$ cat config.mk
export PLATFORM = sky130hd
export DESIGN_NAME = jesd_tx_link_flat
export DESIGN_NICKNAME = d
export VERILOG_FILES = /design/src/rtl/jesd_tx_link_if.sv /design/src/rtl/jesd_tx_link.sv /design/src/flat_wrapper.sv
export SDC_FILE = /design/constraint.sdc
export NUM_CORES = 1
export LEC_CHECK = 0
export CAP_MARGIN = 10
export CORE_MARGIN = 8
export CORE_UTILIZATION = 40
export CTS_CLUSTER_DIAMETER = 150
export DETAILED_ROUTE_END_ITERATION = 16
export GPL_ROUTABILITY_DRIVEN = 0
export PLACE_DENSITY_LB_ADDON = 0.05
export SETUP_SLACK_MARGIN = 0.4
export SLEW_MARGIN = 20
export SYNTH_ARGS = -nofsm -noshare
export SYNTH_HDL_FRONTEND = slang
export SYNTH_SLANG_ARGS = --single-unit
export TNS_END_PERCENT = 100
$ cat constraint.sdc
create_clock -name clk -period 3 [get_ports clk]
set_input_delay 0.6 -clock clk [delete_from_list [all_inputs] [get_ports clk]]
set_output_delay 0.6 -clock clk [all_outputs]
set_load 0.03 [all_outputs]
$ cat src/rtl/jesd_tx_link_if.sv
// Signal bundle between the JESD204B transmit link layer and its user/serializer side.
interface jesd_tx_link_if;
  logic         lmfc_edge;
  logic         sync_n;
  logic [31:0]  data_i;
  logic [111:0] cfg_i;
  logic [31:0]  data_o;
  logic [3:0]   datak_o;
  logic         tx_ready_o;
  logic [1:0]   state_o;
  logic [7:0]   resync_cnt_o;

  modport master (
    output lmfc_edge, sync_n, data_i, cfg_i,
    input  data_o, datak_o, tx_ready_o, state_o, resync_cnt_o
  );

  modport slave (
    input  lmfc_edge, sync_n, data_i, cfg_i,
    output data_o, datak_o, tx_ready_o, state_o, resync_cnt_o
  );
endinterface

$ cat src/rtl/jesd_tx_link.sv
// Two-lane JESD204B transmit link layer: CGS, ILAS and user data framing, with every
// phase change aligned to the local multiframe clock and SYNC~-driven resynchronisation.
module jesd_tx_link #(
  parameter int unsigned MF_BEATS  = 8,
  parameter int unsigned ILAS_MF   = 4,
  parameter int unsigned SYNC_FILT = 4
) (
  input logic           clk,
  input logic           rst,
  jesd_tx_link_if.slave bus
);
  localparam int unsigned BW = $clog2(MF_BEATS);
  localparam int unsigned JW = BW + 1;
  localparam int unsigned MW = (ILAS_MF > 1) ? $clog2(ILAS_MF) : 1;
  localparam int unsigned FW = $clog2(SYNC_FILT + 1);
  localparam logic [BW-1:0] BeatLast = BW'(MF_BEATS - 1);
  localparam logic [MW-1:0] MfLast   = MW'(ILAS_MF - 1);
  localparam logic [FW-1:0] FiltLast = FW'(SYNC_FILT - 1);

  typedef enum logic [1:0] {StCgs = 2'd0, StIlas = 2'd1, StData = 2'd2} state_e;

  state_e        state_q, state_d;
  logic          sync_meta_q, sync_s_q;
  logic [BW-1:0] beat_q, beat_d, cur_beat;
  logic [MW-1:0] mf_q, mf_d;
  logic [FW-1:0] filt_q, filt_d;
  logic          armed_q, armed_d;
  logic [7:0]    resync_cnt_q, resync_cnt_d;
  logic          resync;
  logic [31:0]   data_q, data_d;
  logic [3:0]    datak_q, datak_d;
  logic          tx_ready;
  logic [JW-1:0] j_lo, j_hi;
  logic [8:0]    oct_lo, oct_hi;
  logic [7:0]    cfg_oct [16];

  // Pad the config table to a power of two so the lookup index never runs off the end.
  for (genvar g = 0; g < 16; g++) begin : g_cfg
    if (g < 14) begin : g_oct
      assign cfg_oct[g] = bus.cfg_i[8*g +: 8];
    end else begin : g_pad
      assign cfg_oct[g] = 8'h00;
    end
  end

  // Returns {k, octet} for lane octet j of ILAS multiframe m.
  function automatic logic [8:0] ilas_octet(input logic [MW-1:0] m, input logic [JW-1:0] j,
                                            input logic [7:0] cfg_val);
    int unsigned jn;
    jn = 32'(j);
    if (jn == 0) return {1'b1, 8'h1C};
    if (jn == 2 * MF_BEATS - 1) return {1'b1, 8'h7C};
    if (m == MW'(1) && jn == 1) return {1'b1, 8'h9C};
    if (m == MW'(1) && jn <= 32'd15) return {1'b0, cfg_val};
    return {1'b0, 8'(jn)};
  endfunction

  // An lmfc_edge pins the current beat to 0 even if the counter has drifted.
  always_comb begin
    cur_beat = bus.lmfc_edge ? '0 : beat_q;
    if (bus.lmfc_edge) begin
      beat_d = BW'(1);
    end else if (beat_q == BeatLast) begin
      beat_d = '0;
    end else begin
      beat_d = beat_q + BW'(1);
    end
  end

  assign j_lo   = {cur_beat, 1'b0};
  assign j_hi   = {cur_beat, 1'b1};
  assign oct_lo = ilas_octet(mf_q, j_lo, cfg_oct[4'(j_lo - JW'(2))]);
  assign oct_hi = ilas_octet(mf_q, j_hi, cfg_oct[4'(j_hi - JW'(2))]);

  always_ff @(posedge clk) begin
    if (rst) begin
      state_q      <= StCgs;
      sync_meta_q  <= 1'b1;
      sync_s_q     <= 1'b1;
      beat_q       <= '0;
      mf_q         <= '0;
      filt_q       <= '0;
      armed_q      <= 1'b0;
      resync_cnt_q <= '0;
      data_q       <= '0;
      datak_q      <= '0;
    end else begin
      state_q      <= state_d;
      sync_meta_q  <= bus.sync_n;
      sync_s_q     <= sync_meta_q;
      beat_q       <= beat_d;
      mf_q         <= mf_d;
      filt_q       <= filt_d;
      armed_q      <= armed_d;
      resync_cnt_q <= resync_cnt_d;
      data_q       <= data_d;
      datak_q      <= datak_d;
    end
  end

  always_comb begin
    state_d      = state_q;
    mf_d         = mf_q;
    filt_d       = '0;
    resync       = 1'b0;
    case (state_q)
      StCgs: begin
        if (cur_beat == BeatLast && armed_q && sync_s_q) begin
          state_d = StIlas;
          mf_d    = '0;
        end
      end
      StIlas, StData: begin
        if (!sync_s_q) filt_d = filt_q + FW'(1);
        // Resync takes priority over the end of ILAS.
        if (!sync_s_q && filt_q == FiltLast) begin
          resync  = 1'b1;
          state_d = StCgs;
          filt_d  = '0;
          mf_d    = '0;
        end else if (state_q == StIlas && cur_beat == BeatLast) begin
          if (mf_q == MfLast) begin
            state_d = StData;
            mf_d    = '0;
          end else begin
            mf_d = mf_q + MW'(1);
          end
        end
      end
      default: state_d = StCgs;
    endcase

    armed_d = armed_q;
    if (resync) begin
      armed_d = 1'b0;
    end else if (!sync_s_q) begin
      armed_d = 1'b1;
    end

    resync_cnt_d = resync_cnt_q;
    if (resync && resync_cnt_q != 8'hFF) resync_cnt_d = resync_cnt_q + 8'd1;
  end

  always_comb begin
    data_d   = '0;
    datak_d  = '0;
    tx_ready = 1'b0;
    case (state_q)
      StCgs: begin
        data_d  = 32'hBCBC_BCBC;
        datak_d = 4'hF;
      end
      StIlas: begin
        data_d  = {oct_hi[7:0], oct_lo[7:0], oct_hi[7:0], oct_lo[7:0]};
        datak_d = {oct_hi[8], oct_lo[8], oct_hi[8], oct_lo[8]};
      end
      StData: begin
        data_d   = bus.data_i;
        tx_ready = 1'b1;
      end
      default: ;
    endcase
  end

  assign bus.data_o       = data_q;
  assign bus.datak_o      = datak_q;
  assign bus.tx_ready_o   = tx_ready;
  assign bus.state_o      = state_q;
  assign bus.resync_cnt_o = resync_cnt_q;
endmodule

$ cat src/flat_wrapper.sv
// flat-port wrapper written by rule: the top's interface ports become plain ports
module jesd_tx_link_flat 
#(
  parameter int unsigned MF_BEATS  = 8,
  parameter int unsigned ILAS_MF   = 4,
  parameter int unsigned SYNC_FILT = 4
)
  (clk, rst, bus_lmfc_edge, bus_sync_n, bus_data_i, bus_cfg_i, bus_data_o, bus_datak_o, bus_tx_ready_o, bus_state_o, bus_resync_cnt_o);
  jesd_tx_link_if bus_i ();
  input logic clk;
  input logic rst;
  input wire logic [$bits(bus_i.lmfc_edge)-1:0] bus_lmfc_edge;
  input wire logic [$bits(bus_i.sync_n)-1:0] bus_sync_n;
  input wire logic [$bits(bus_i.data_i)-1:0] bus_data_i;
  input wire logic [$bits(bus_i.cfg_i)-1:0] bus_cfg_i;
  output wire logic [$bits(bus_i.data_o)-1:0] bus_data_o;
  output wire logic [$bits(bus_i.datak_o)-1:0] bus_datak_o;
  output wire logic [$bits(bus_i.tx_ready_o)-1:0] bus_tx_ready_o;
  output wire logic [$bits(bus_i.state_o)-1:0] bus_state_o;
  output wire logic [$bits(bus_i.resync_cnt_o)-1:0] bus_resync_cnt_o;
  assign bus_i.lmfc_edge = bus_lmfc_edge;
  assign bus_i.sync_n = bus_sync_n;
  assign bus_i.data_i = bus_data_i;
  assign bus_i.cfg_i = bus_cfg_i;
  assign bus_data_o = bus_i.data_o;
  assign bus_datak_o = bus_i.datak_o;
  assign bus_tx_ready_o = bus_i.tx_ready_o;
  assign bus_state_o = bus_i.state_o;
  assign bus_resync_cnt_o = bus_i.resync_cnt_o;
  jesd_tx_link #(.MF_BEATS(MF_BEATS), .ILAS_MF(ILAS_MF), .SYNC_FILT(SYNC_FILT)) u_core (.clk(clk), .rst(rst), .bus(bus_i));
endmodule
==> results.py, run 1 <==
metrics = {
    "clock_network": {
        "cts.reportedPaths.clkPinSlew_ns": 0.10,
        "clock_tree_root_driver_cell": "sky130_fd_sc_hd__clkbuf_8",
        "clock-sinks": 55,
        "later_pin_clock_latency_in_the_skew_report_ns": 0.31,
        "cts_tree": "yes",
        "clock_buffers_created_by_tritoncts": 5,
        "max-clock-path-buffers": 2,
        "htree_levels": 2,
        "cts-hold-fix-buffers": 0,
    },
    "critical_path": {
        "worst-endpoint-arrival_ns": 2.64,
        "critPathLaunchType": "flop",
        "critical_path.reg2reg.endpoint": "u_core.bus.data_o[28]",
        "ff2ff_setup_slack_ns": 0.54,
        "type_of_element_capturing_the_critical_path": "flop",
        "required_time_at_the_endpoint_of_the_critical_path_ns": 3.19,
        "crit_path_max_fanout": 16,
        "critical_path.reg2reg.startpoint": "u_core.beat_q[2]",
        "ff2ff_path_depth": 5,
        "critPathKind": "flop to flop",
    },
    "worst_hold_path": {
        "hold_depth": 1,
        "min-delay-path-class": "flop to flop",
        "hold_path_end": "u_core.sync_s_q",
        "worstHoldStart": "u_core.sync_meta_q",
    },
    "drt": {
        "finalWirelength_mm": 14.0,
        "route.detailed.vias_per_inst": 5.44,
        "detail_route.first_pass.iterations": 4,
        "route.antenna.remaining_nets": 0,
        "drt_iter0_markers": 171,
        "routedWlPerCell_um": 19.8,
        "drt_drc_violations_left": 0,
        "vias": 3836,
    },
    "global_route": {
        "first_global_vias": 3975,
        "largest_net_degree_at_the_start_of_global_routing": 35,
        "global_route.usage.total_pct": 21.6,
        "wire_length_of_the_first_global_routing_pass_mm": 21.6,
        "overflow": 0,
        "antenna_found_initial": 0,
    },
    "placed_design": {
        "placement.setup.worst_slack_ns": -0.0272,
        "placed_cell_area_mm2": 0.00559,
        "place.port_buffers": 194,
        "hpwl_mm": 11.5,
    },
    "pwr": {
        "leakage_nw": 2.10,
        "peakVddDrop_mv": 0.220,
        "total_power_mw": 1.98,
        "power-per-cell-area_mw_per_mm2": 346,
    },
    "finish": {
        "number_of_diodes_added_for_antenna_fixing": 0,
        "fin_area_mm2": 0.00573,
        "final_net_count": 756,
        "areaGrowthSynthToFinish_pct": 59.0,
        "post-route-util_pct": 65.7,
        "layout-drive-gt1-share_pct": 9.72,
    },
    "yosys": {
        "number_of_enable_type_register_cells_in_the_synthesized_netlist": 0,
        "syn-num-nets": 566,
        "async_set_reset_flop_share_out_of_synthesis_pct": 0,
        "postSynthCellCount": 406,
        "post_synth.cell_area_avg_um2": 8.88,
        "ys_ff_latch": 55,
        "synth_cell_types": 66,
        "synth-seq-area-share_pct": 30.5,
        "postSynth.topFlopCell": "sky130_fd_sc_hd__dfxtp_1",
        "yosys_warnings": 0,
        "netlist_area_mm2": 0.00361,
    },
    "sta": {
        "period_share_pct": 81.9,
        "worst_slew_pin_slew_ns": 0.874,
        "timing.slew.headroom_pct": 41.7,
        "post-route-worst-setup-slack_ns": 0.544,
        "setup_viol": 0,
        "final-hold-violation-count": 0,
        "fmax_mhz": 407,
        "holdWs_ns": 0.422,
        "rsz_0062_raised_after_global_routing": "false",
        "drv_slew": 0,
        "layout_min_cycle_time_ns": 2.46,
        "fin_skew_ns": 0.00445,
    },
    "job": {
        "max_cap_viols": 0,
    },
    "floorplan": {
        "die_width_um": 111,
        "core_mm2": 0.00872,
        "rows": 34,
        "floorplan.die_area_mm2": 0.0123,
        "ioPinCount": 195,
        "floorplan.initialDensity_pct": 41.3,
        "die_height_um": 111,
    },
    "outcome": {
        "outcome": "complete, no violations",
    },
}
## sequential cells by signal, summed over array words and instances (netlist names)
signal / count
u_core.armed_q: 1
u_core.beat_q: 3
u_core.bus.data_o: 32
u_core.bus.datak_o: 2
u_core.bus.resync_cnt_o: 8
u_core.bus.state_o: 2
u_core.filt_q: 3
u_core.mf_q: 2
u_core.sync_meta_q: 1
u_core.sync_s_q: 1
## cells in the mapped netlist, drive strengths merged (2+ instances only)
cell,count,area share [%]
mux4,8,5.0
dfxtp,55,31
xnor2,6,1.7
nand4b,2,0.49
nand3,11,1.5
a31o,6,1.5
a31oi,15,2.6
o21ai,10,1.4
o22ai,4,0.69
and2,10,1.8
o21a,8,1.7
inv,12,1.3
o2bb2ai,3,0.73
xor2,2,1.0
o31ai,3,0.76
a21oi,39,5.5
a22oi,2,0.42
clkinv,2,0.21
nor2,33,3.4
nand2b,8,1.4
mux2i,36,10
a221o,3,0.83
nand4,2,0.35
or2,5,0.87
clkbuf,18,3.9
o221ai,4,0.97
or3,5,0.90
buf,11,2.9
nand2,33,3.4
o211ai,2,0.42
a211o,3,0.73
nor3,9,1.4
ha,12,4.2
and3,3,0.52
a221oi,2,0.49
nor2b,3,0.52
a211oi,4,1.2
## worst max-delay path, stage by stage, from the launching register on
cell,delay [ns]
sky130_fd_sc_hd__dfxtp_1,0.91
sky130_fd_sc_hd__nand2b_1,0.39
sky130_fd_sc_hd__a31o_2,0.36
sky130_fd_sc_hd__a21oi_1,0.35
sky130_fd_sc_hd__o21a_1,0.24
sky130_fd_sc_hd__a21oi_1,0.08
## cells in the final DEF, fill, tap and decap left out, drive strengths merged, types with 3 or more instances in the layout
cell type,instances
ha,12
or2,5
o221ai,4
o21a,8
nand2,33
clkbuf,6
and3,3
mux4,8
or3,5
o21ai,10
a211oi,4
o22ai,4
a31o,6
and2,10
mux2i,36
nor2,33
a21oi,39
xnor2,6
a211o,3
a221o,3
buf,19
clkdlybuf4s50,193
nand2b,8
nor2b,3
nor3,9
inv,13
a31oi,15
dfxtp,55
nand3,11
o2bb2ai,3
o31ai,3
## logic make-up (layout without fill, tap and decap cells)
| family | after synthesis | in the layout | share of synthesized area [%] |
|---|---|---|---|
| flip-flops | 55 | 55 | 30.5 |
| XOR/XNOR | 8 | 8 | 2.67 |
| buffers and inverters | 44 | 235 | 8.50 |
| adder cells (fa/ha/maj) | 12 | 12 | 4.16 |
| AND/OR/NAND/NOR | 127 | 127 | 17.3 |
| AO/OA/AOI/OAI | 115 | 115 | 21.5 |
| multiplexers | 45 | 45 | 15.3 |
## area by class of cell
cell class | count | area (um^2)
well taps | 108 | 135
repair buffers | 213 | 2100
clock inverters | 2 | 38.8
fillers | 770 | 2990
clock buffers | 6 | 72.6
multi-input cells | 307 | 2230
flip-flops and latches | 55 | 1100
inverters | 14 | 55.1
## worst max path at each step
stage	start	to	slack, ns
final	u_core.beat_q[2]	u_core.bus.data_o[28]	0.54
after global routing	u_core.beat_q[2]	u_core.bus.data_o[3]	0.45
after CTS	bus_lmfc_edge	u_core.bus.data_o[11]	0.42
after detailed placement	bus_lmfc_edge	u_core.bus.data_o[11]	-0.03
after global placement	bus_lmfc_edge	u_core.bus.data_o[2]	0.04
after floorplan	bus_lmfc_edge	u_core.bus.data_o[11]	0.40
## where the power goes
| part | internal, mW | leakage, nW | switching (mW) |
|---|---|---|---|
| logic | 0.364 | 1.59 | 0.311 |
| registers | 0.775 | 0.453 | 0.0205 |
| clock network | 0.253 | 0.0558 | 0.257 |
## repair_timing
item                       4_1_cts  5_1_grt
setup endpoints to repair       23        3
pin swaps                        0        0
gates resized for setup          2        4
setup buffers                    0        0
## metrics by stage
stage          setup TNS (ns)  instances
2_1_floorplan               0        406
3_3_place_gp                0        697
3_5_place_dp           -0.107        697
4_1_cts                     0        705
5_1_grt                     0        705
6_report                    0        705
## routing by layer
metal	track usage [%]	wire length (um)	vias up
li1	-	-	1860
met1	25.2	5890	1834
met2	38.1	6990	131
met3	6.28	945	11
met4	4.14	159	0
met5	0	0	-
Power figures use the tool's default switching activity.
==> run 2, diff against run 1 <==
==> constraint.sdc (replaced) <==
create_clock -name clk -period 2.35 [get_ports clk]
set_input_delay 0.47 -clock clk [delete_from_list [all_inputs] [get_ports clk]]
set_output_delay 0.47 -clock clk [all_outputs]
set_load 0.03 [all_outputs]
==> run 2 against run 1 <==
  * Non-clock buffer count up 26
  * Highest routed layer unchanged
  * Power is 27% higher
  * Final cell count increased by 3.7%
  * Clock skew up 0.0069 ns
  * Count of clock-buffer cells in the layout down 1
  * Hold slack improved by 0.0067 ns
  * Worst setup slack lost 0.28 ns
  * Largest cell class unchanged
  * Sequential power grew 27%
  * Die area stayed put
==> results.py, run 2 (synthesis gave the netlist of run 1 again) <==
metrics = {
    "floorplan": {
        "floorplan.initialDensity_pct": 41.3,
        "core_mm2": 0.00872,
        "die_height_um": 111,
        "die_width_um": 111,
        "rows": 34,
        "floorplan.die_area_mm2": 0.0123,
        "ioPinCount": 195,
    },
    "drt": {
        "route.antenna.remaining_nets": 0,
        "route.detailed.vias_per_inst": 5.46,
        "drt_drc_violations_left": 0,
        "vias": 3993,
        "detail_route.first_pass.iterations": 4,
        "finalWirelength_mm": 14.2,
        "drt_iter0_markers": 322,
        "routedWlPerCell_um": 19.4,
    },
    "critical_path": {
        "crit_path_max_fanout": 7,
        "cp_slowest_cell": "sky130_fd_sc_hd__ha_4",
        "required_time_at_the_endpoint_of_the_critical_path_ns": 2.55,
        "type_of_element_capturing_the_critical_path": "flop",
        "max_stage_delay_ns": 0.31,
        "timing.critical_path.max_delay_family": "compound AO/OA/AOI/OAI gates",
        "critPathLaunchType": "input port",
        "path_cells": "clkdlybuf4s15_2 > nor2b_4 > inv_8 > ha_4 > buf_6 > mux4_2 > a22o_1 > o31ai_4 > a21oi_1",
        "worst-path-buf-inv": 3,
        "worst-endpoint-arrival_ns": 2.28,
        "critPathKind": "input port to flop",
    },
    "pwr": {
        "total_power_mw": 2.52,
        "power_switching_share_pct": 31.5,
        "cell_internal_pwr_mw": 1.73,
        "total_switching_power_mw": 0.794,
        "share_seq_of_total_power_pct": 40.1,
        "leakage_nw": 2.35,
        "peakVddDrop_mv": 0.243,
        "power_frac_comb_pct": 37.6,
        "power-per-cell-area_mw_per_mm2": 412,
        "p_clk_share_pct": 22.3,
    },
    "sta": {
        "setup_tns_ns": 0,
        "worst_slew_pin_slew_ns": 0.731,
        "period_share_pct": 88.8,
        "timing.slew.headroom_pct": 51.3,
        "setup_viol": 0,
        "layout_min_cycle_time_ns": 2.09,
        "fin_skew_ns": 0.0113,
        "rsz_0062_raised_after_global_routing": "true",
        "fmax_mhz": 479,
        "final-hold-violation-count": 0,
        "drv_slew": 0,
    },
    "clock_network": {
        "clock-sinks": 55,
        "clock_buffers_created_by_tritoncts": 5,
        "clock_tree_root_driver_cell": "sky130_fd_sc_hd__clkbuf_8",
        "htree_levels": 2,
        "later_pin_clock_latency_in_the_skew_report_ns": 0.32,
        "max-clock-path-buffers": 2,
        "cts_tree": "yes",
        "cts-hold-fix-buffers": 0,
        "cts.reportedPaths.clkPinSlew_ns": 0.11,
    },
    "finish": {
        "final_net_count": 782,
        "post-route-util_pct": 70.3,
        "filler_cell_count": 696,
        "layout.cells.most_common_list": "sky130_fd_sc_hd__clkdlybuf4s50_1, sky130_fd_sc_hd__dfxtp_1, sky130_fd_sc_hd__mux2i_1",
        "layout-drive-gt1-share_pct": 18.5,
        "final_common_cell": "sky130_fd_sc_hd__clkdlybuf4s50_1",
        "number_of_diodes_added_for_antenna_fixing": 0,
        "fin_area_mm2": 0.00613,
        "largest_register_ffs": 32,
        "areaGrowthSynthToFinish_pct": 70.1,
    },
    "global_route": {
        "overflow": 0,
        "global_route.usage.total_pct": 21.7,
        "wire_length_of_the_first_global_routing_pass_mm": 21.7,
        "first_global_vias": 4089,
        "most_congested_layer_reported_by_global_routing": "met2",
        "antenna_found_initial": 0,
        "largest_net_degree_at_the_start_of_global_routing": 36,
        "met1_usage_pct": 26.1,
        "met2_routing_resource_usage_after_global_routing_pct": 36.6,
        "grt_use_met3_pct": 5.68,
    },
    "placed_design": {
        "hpwl_mm": 11.5,
        "place.port_buffers": 194,
        "placed_cell_area_mm2": 0.00572,
    },
    "job": {
        "max_cap_viols": 0,
    },
    "outcome": {
        "outcome": "complete, no violations",
    },
    "worst_hold_path": {
        "min-delay-path-class": "flop to flop",
    },
}
-- run 2: metrics by stage --
stage | setup slack, ns | instances | hold WS, ns
floorplan | -0.0207 | 406 | 0.389
global placement | -0.342 | 709 | 0.394
detailed placement | -0.410 | 709 | 0.413
CTS | 0.279 | 728 | 0.432
global route | 0.169 | 731 | 0.462
finish | 0.263 | 731 | 0.428
-- run 2: cell type report --
cell class | count | area, um^2 | area share, %
Clock buffer | 5 | 68.8 | 1.12
Clock inverter | 3 | 28.8 | 0.469
Inverter | 14 | 60.1 | 0.979
Multi-Input combinational cell | 307 | 2370 | 38.7
Sequential cell | 55 | 1110 | 18.1
Tap cell | 108 | 135 | 2.20
Timing Repair Buffer | 239 | 2360 | 38.5
-- run 2: final timing paths --
kind | slack, ns | start | endpoint | depth (start not counted)
max | 0.26 | bus_lmfc_edge | u_core.bus.data_o[27] | 9
min | 0.43 | u_core.filt_q[0] | u_core.filt_q[0] | 1
max reg2reg | 0.27 | u_core.beat_q[0] | u_core.bus.data_o[27] | 8
min reg2reg | 0.43 | u_core.filt_q[0] | u_core.filt_q[0] | 1
-- run 2: metal layers --
| layer | wire length [um] | vias to the layer above | part of all wire, % |
|---|---|---|---|
| li1 | - | 1917 | - |
| met1 | 5850 | 1861 | 41 |
| met4 | 311 | 0 | 2.2 |
| met5 | 0 | - | 0 |
| met3 | 1110 | 20 | 7.8 |
| met2 | 6940 | 195 | 49 |
-- run 2: timing repair --
action,4_1_cts,5_1_grt
hold endpoints to repair,0,0
gates resized for setup,24,31
gates cloned,0,0
buffers inserted,11,3
setup endpoints to repair,43,45
pin swaps,16,13
-- run 2: power groups by stage --
stage               logic [mW]  clock network [mW]  registers [mW]
floorplan                0.319                   0            1.14
CTS                      0.920               0.575            1.01
global placement         0.871                   0            1.03
global route              1.00               0.613            1.02
detailed placement       0.883                   0            1.03
finish                   0.949               0.564            1.01
==> run 3, diff against run 2 <==
--- a/config.mk
+++ b/config.mk
@@ -12,7 +12,6 @@
 export DETAILED_ROUTE_END_ITERATION = 16
 export GPL_ROUTABILITY_DRIVEN = 0
 export PLACE_DENSITY_LB_ADDON = 0.05
-export SETUP_SLACK_MARGIN = 0.4
 export SLEW_MARGIN = 20
 export SYNTH_ARGS = -nofsm -noshare
 export SYNTH_HDL_FRONTEND = slang
==> run 3 against run 2 <==
  * Clock power is 16% higher
  * Non-clock buffer count decreased by 9
  * Fmax fell by 6.0%
  * Combinational power down 6.2%
  * Hold slack got worse by 0.0020 ns
  * Die area is the same
  * Global-route usage fell by 0.22 points
  * Count of clock-buffer cells in the layout is the same
  * Utilization shrank 3.1 points
  * Final cell count is 1.2% lower
  * Worst setup slack got worse by 0.13 ns
  * Register-to-register slack got worse by 0.06 ns
  * Largest cell class is now non-clock buffers
  * Highest routed layer unchanged
==> results.py, run 3 (synthesis gave the netlist of run 1 again) <==
metrics = {
    "outcome": {
        "outcome": "complete, no violations",
    },
    "drt": {
        "routedWlPerCell_um": 19.0,
        "finalWirelength_mm": 13.8,
        "route.detailed.vias_per_inst": 5.39,
        "route.antenna.remaining_nets": 0,
        "drt_drc_violations_left": 0,
        "detail_route.first_pass.iterations": 6,
        "vias": 3892,
        "drt_iter0_markers": 203,
    },
    "pwr": {
        "power-per-cell-area_mw_per_mm2": 435,
        "total_power_mw": 2.55,
        "leakage_nw": 2.18,
        "peakVddDrop_mv": 0.210,
    },
    "global_route": {
        "overflow": 0,
        "wire_length_of_the_first_global_routing_pass_mm": 21.9,
        "first_global_vias": 4095,
        "global_route.usage.total_pct": 21.5,
        "antenna_found_initial": 0,
        "largest_net_degree_at_the_start_of_global_routing": 35,
    },
    "critical_path": {
        "worst-path-buf-inv": 3,
        "critPathLaunchType": "input port",
        "timing.critical_path.max_delay_family": "compound AO/OA/AOI/OAI gates",
        "critPathKind": "input port to flop",
        "cp_slowest_cell": "sky130_fd_sc_hd__ha_4",
        "path_cells": "dlygate4sd2_1 > nor2b_4 > inv_8 > ha_4 > nand3_1 > buf_4 > a221oi_1 > o221ai_1 > o21a_1 > a21oi_1",
        "crit_path_max_fanout": 8,
        "required_time_at_the_endpoint_of_the_critical_path_ns": 2.60,
        "type_of_element_capturing_the_critical_path": "flop",
        "max_stage_delay_ns": 0.35,
        "worst-endpoint-arrival_ns": 2.47,
    },
    "finish": {
        "fin_area_mm2": 0.00586,
        "ff_latch_area_mm2": 0.00110,
        "final_net_count": 773,
        "largest_register_ffs": 32,
        "layout-drive-gt1-share_pct": 12.5,
        "multiInputGateArea_mm2": 0.00222,
        "final_common_cell": "sky130_fd_sc_hd__clkdlybuf4s50_1",
        "layout.cells.most_common_list": "sky130_fd_sc_hd__clkdlybuf4s50_1, sky130_fd_sc_hd__dfxtp_1, sky130_fd_sc_hd__a21oi_1",
        "filler_cell_count": 744,
        "areaGrowthSynthToFinish_pct": 62.6,
        "count_of_placed_standard_cells_in_the_final_layout_fillers_left_out": 722,
        "number_of_diodes_added_for_antenna_fixing": 0,
    },
    "worst_hold_path": {
        "min-delay-path-class": "flop to flop",
    },
    "clock_network": {
        "cts_tree": "yes",
        "later_pin_clock_latency_in_the_skew_report_ns": 0.31,
        "htree_levels": 2,
        "cts.reportedPaths.clkPinSlew_ns": 0.11,
        "max-clock-path-buffers": 2,
        "clock_tree_root_driver_cell": "sky130_fd_sc_hd__clkbuf_8",
        "clock-sinks": 55,
        "cts-hold-fix-buffers": 0,
        "clock_buffers_created_by_tritoncts": 5,
    },
    "floorplan": {
        "core_mm2": 0.00872,
        "die_height_um": 111,
        "rows": 34,
        "floorplan.initialDensity_pct": 41.3,
        "ioPinCount": 195,
        "die_width_um": 111,
        "floorplan.die_area_mm2": 0.0123,
    },
    "sta": {
        "holdWs_ns": 0.426,
        "worst_slew_pin_slew_ns": 0.704,
        "period_share_pct": 94.5,
        "final-hold-violation-count": 0,
        "layout_min_cycle_time_ns": 2.22,
        "drv_slew": 0,
        "fmax_mhz": 450,
        "setup_tns_ns": 0,
        "timing.slew.headroom_pct": 52.9,
        "fin_skew_ns": 0.0119,
        "setup_viol": 0,
        "rsz_0062_raised_after_global_routing": "false",
    },
    "placed_design": {
        "numPlacedInstances": 712,
        "place.port_buffers": 194,
        "hpwl_mm": 11.4,
        "placed_cell_area_mm2": 0.00572,
    },
    "job": {
        "max_cap_viols": 0,
    },
}
[run 3: cell types whose count changed in the layout (fill, tap and decap cells not counted), moves of 3 or more]
cell	change
sky130_fd_sc_hd__clkdlybuf4s50_1	+7
sky130_fd_sc_hd__dlymetal6s2s_1	-5
sky130_fd_sc_hd__a21oi_2	-6
sky130_fd_sc_hd__a31oi_1	+4
sky130_fd_sc_hd__dfxtp_1	+3
sky130_fd_sc_hd__buf_6	-8
sky130_fd_sc_hd__a31oi_2	-4
sky130_fd_sc_hd__a21oi_1	+7
[run 3: final timing paths]
check                          start                     to  slack [ns]  cells past startpoint
setup reg to reg      u_core.mf_q[0]  u_core.bus.data_o[10]        0.21                      6
hold / removal    u_core.sync_meta_q        u_core.sync_s_q        0.43                      1
hold reg to reg   u_core.sync_meta_q        u_core.sync_s_q        0.43                      1
setup / recovery       bus_lmfc_edge  u_core.bus.data_o[16]        0.13                     10
[run 3: area by class of cell]
cell class / count / area share (%)
timing repair buffer: 230 / 38.1
inverter: 14 / 1.02
sequential: 55 / 18.8
multi-input combinational: 307 / 37.8
clock buffer: 5 / 1.17
clock inverter: 3 / 0.790
tap: 108 / 2.30
[run 3: stage by stage]
| step | setup WS (ns) | util, % |
|---|---|---|
| after floorplan | -0.0207 | - |
| after global placement | -0.387 | 65.6 |
| final | 0.130 | 67.2 |
| after global routing | 0.0330 | 67.2 |
| after detailed placement | -0.444 | 65.6 |
| after CTS | 0.180 | 67.2 |
[run 3: metal layers]
metal	GRT usage, %	part of all wire [%]	vias up
met5	0	0	-
met4	3.60	0.83	0
met3	4.17	6.6	12
met2	36.1	47	179
met1	28.0	45	1807
li1	-	-	1894
[run 3: power by group]
part           total (mW)  internal (mW)  switching (mW)  leakage, nW
logic               0.890          0.488           0.403         1.67
registers            1.01          0.990          0.0203        0.453
clock network       0.652          0.322           0.330       0.0548
[run 3: worst register-to-register path: cells and delay by family, from the launching register on]
family          cells  cell delay (ns)
compound gates      4             0.95
flops               1             0.44
fa+ha+maj           1             0.44
buf+inv             1             0.25
[run 3: repair_timing]
| item | 4_1_cts | 5_1_grt |
|---|---|---|
| endpoints found under the hold margin | 0 | 0 |
| setup buffers | 2 | 0 |
| endpoints found under the setup margin | 26 | 0 |
| gates resized for setup | 4 | 0 |
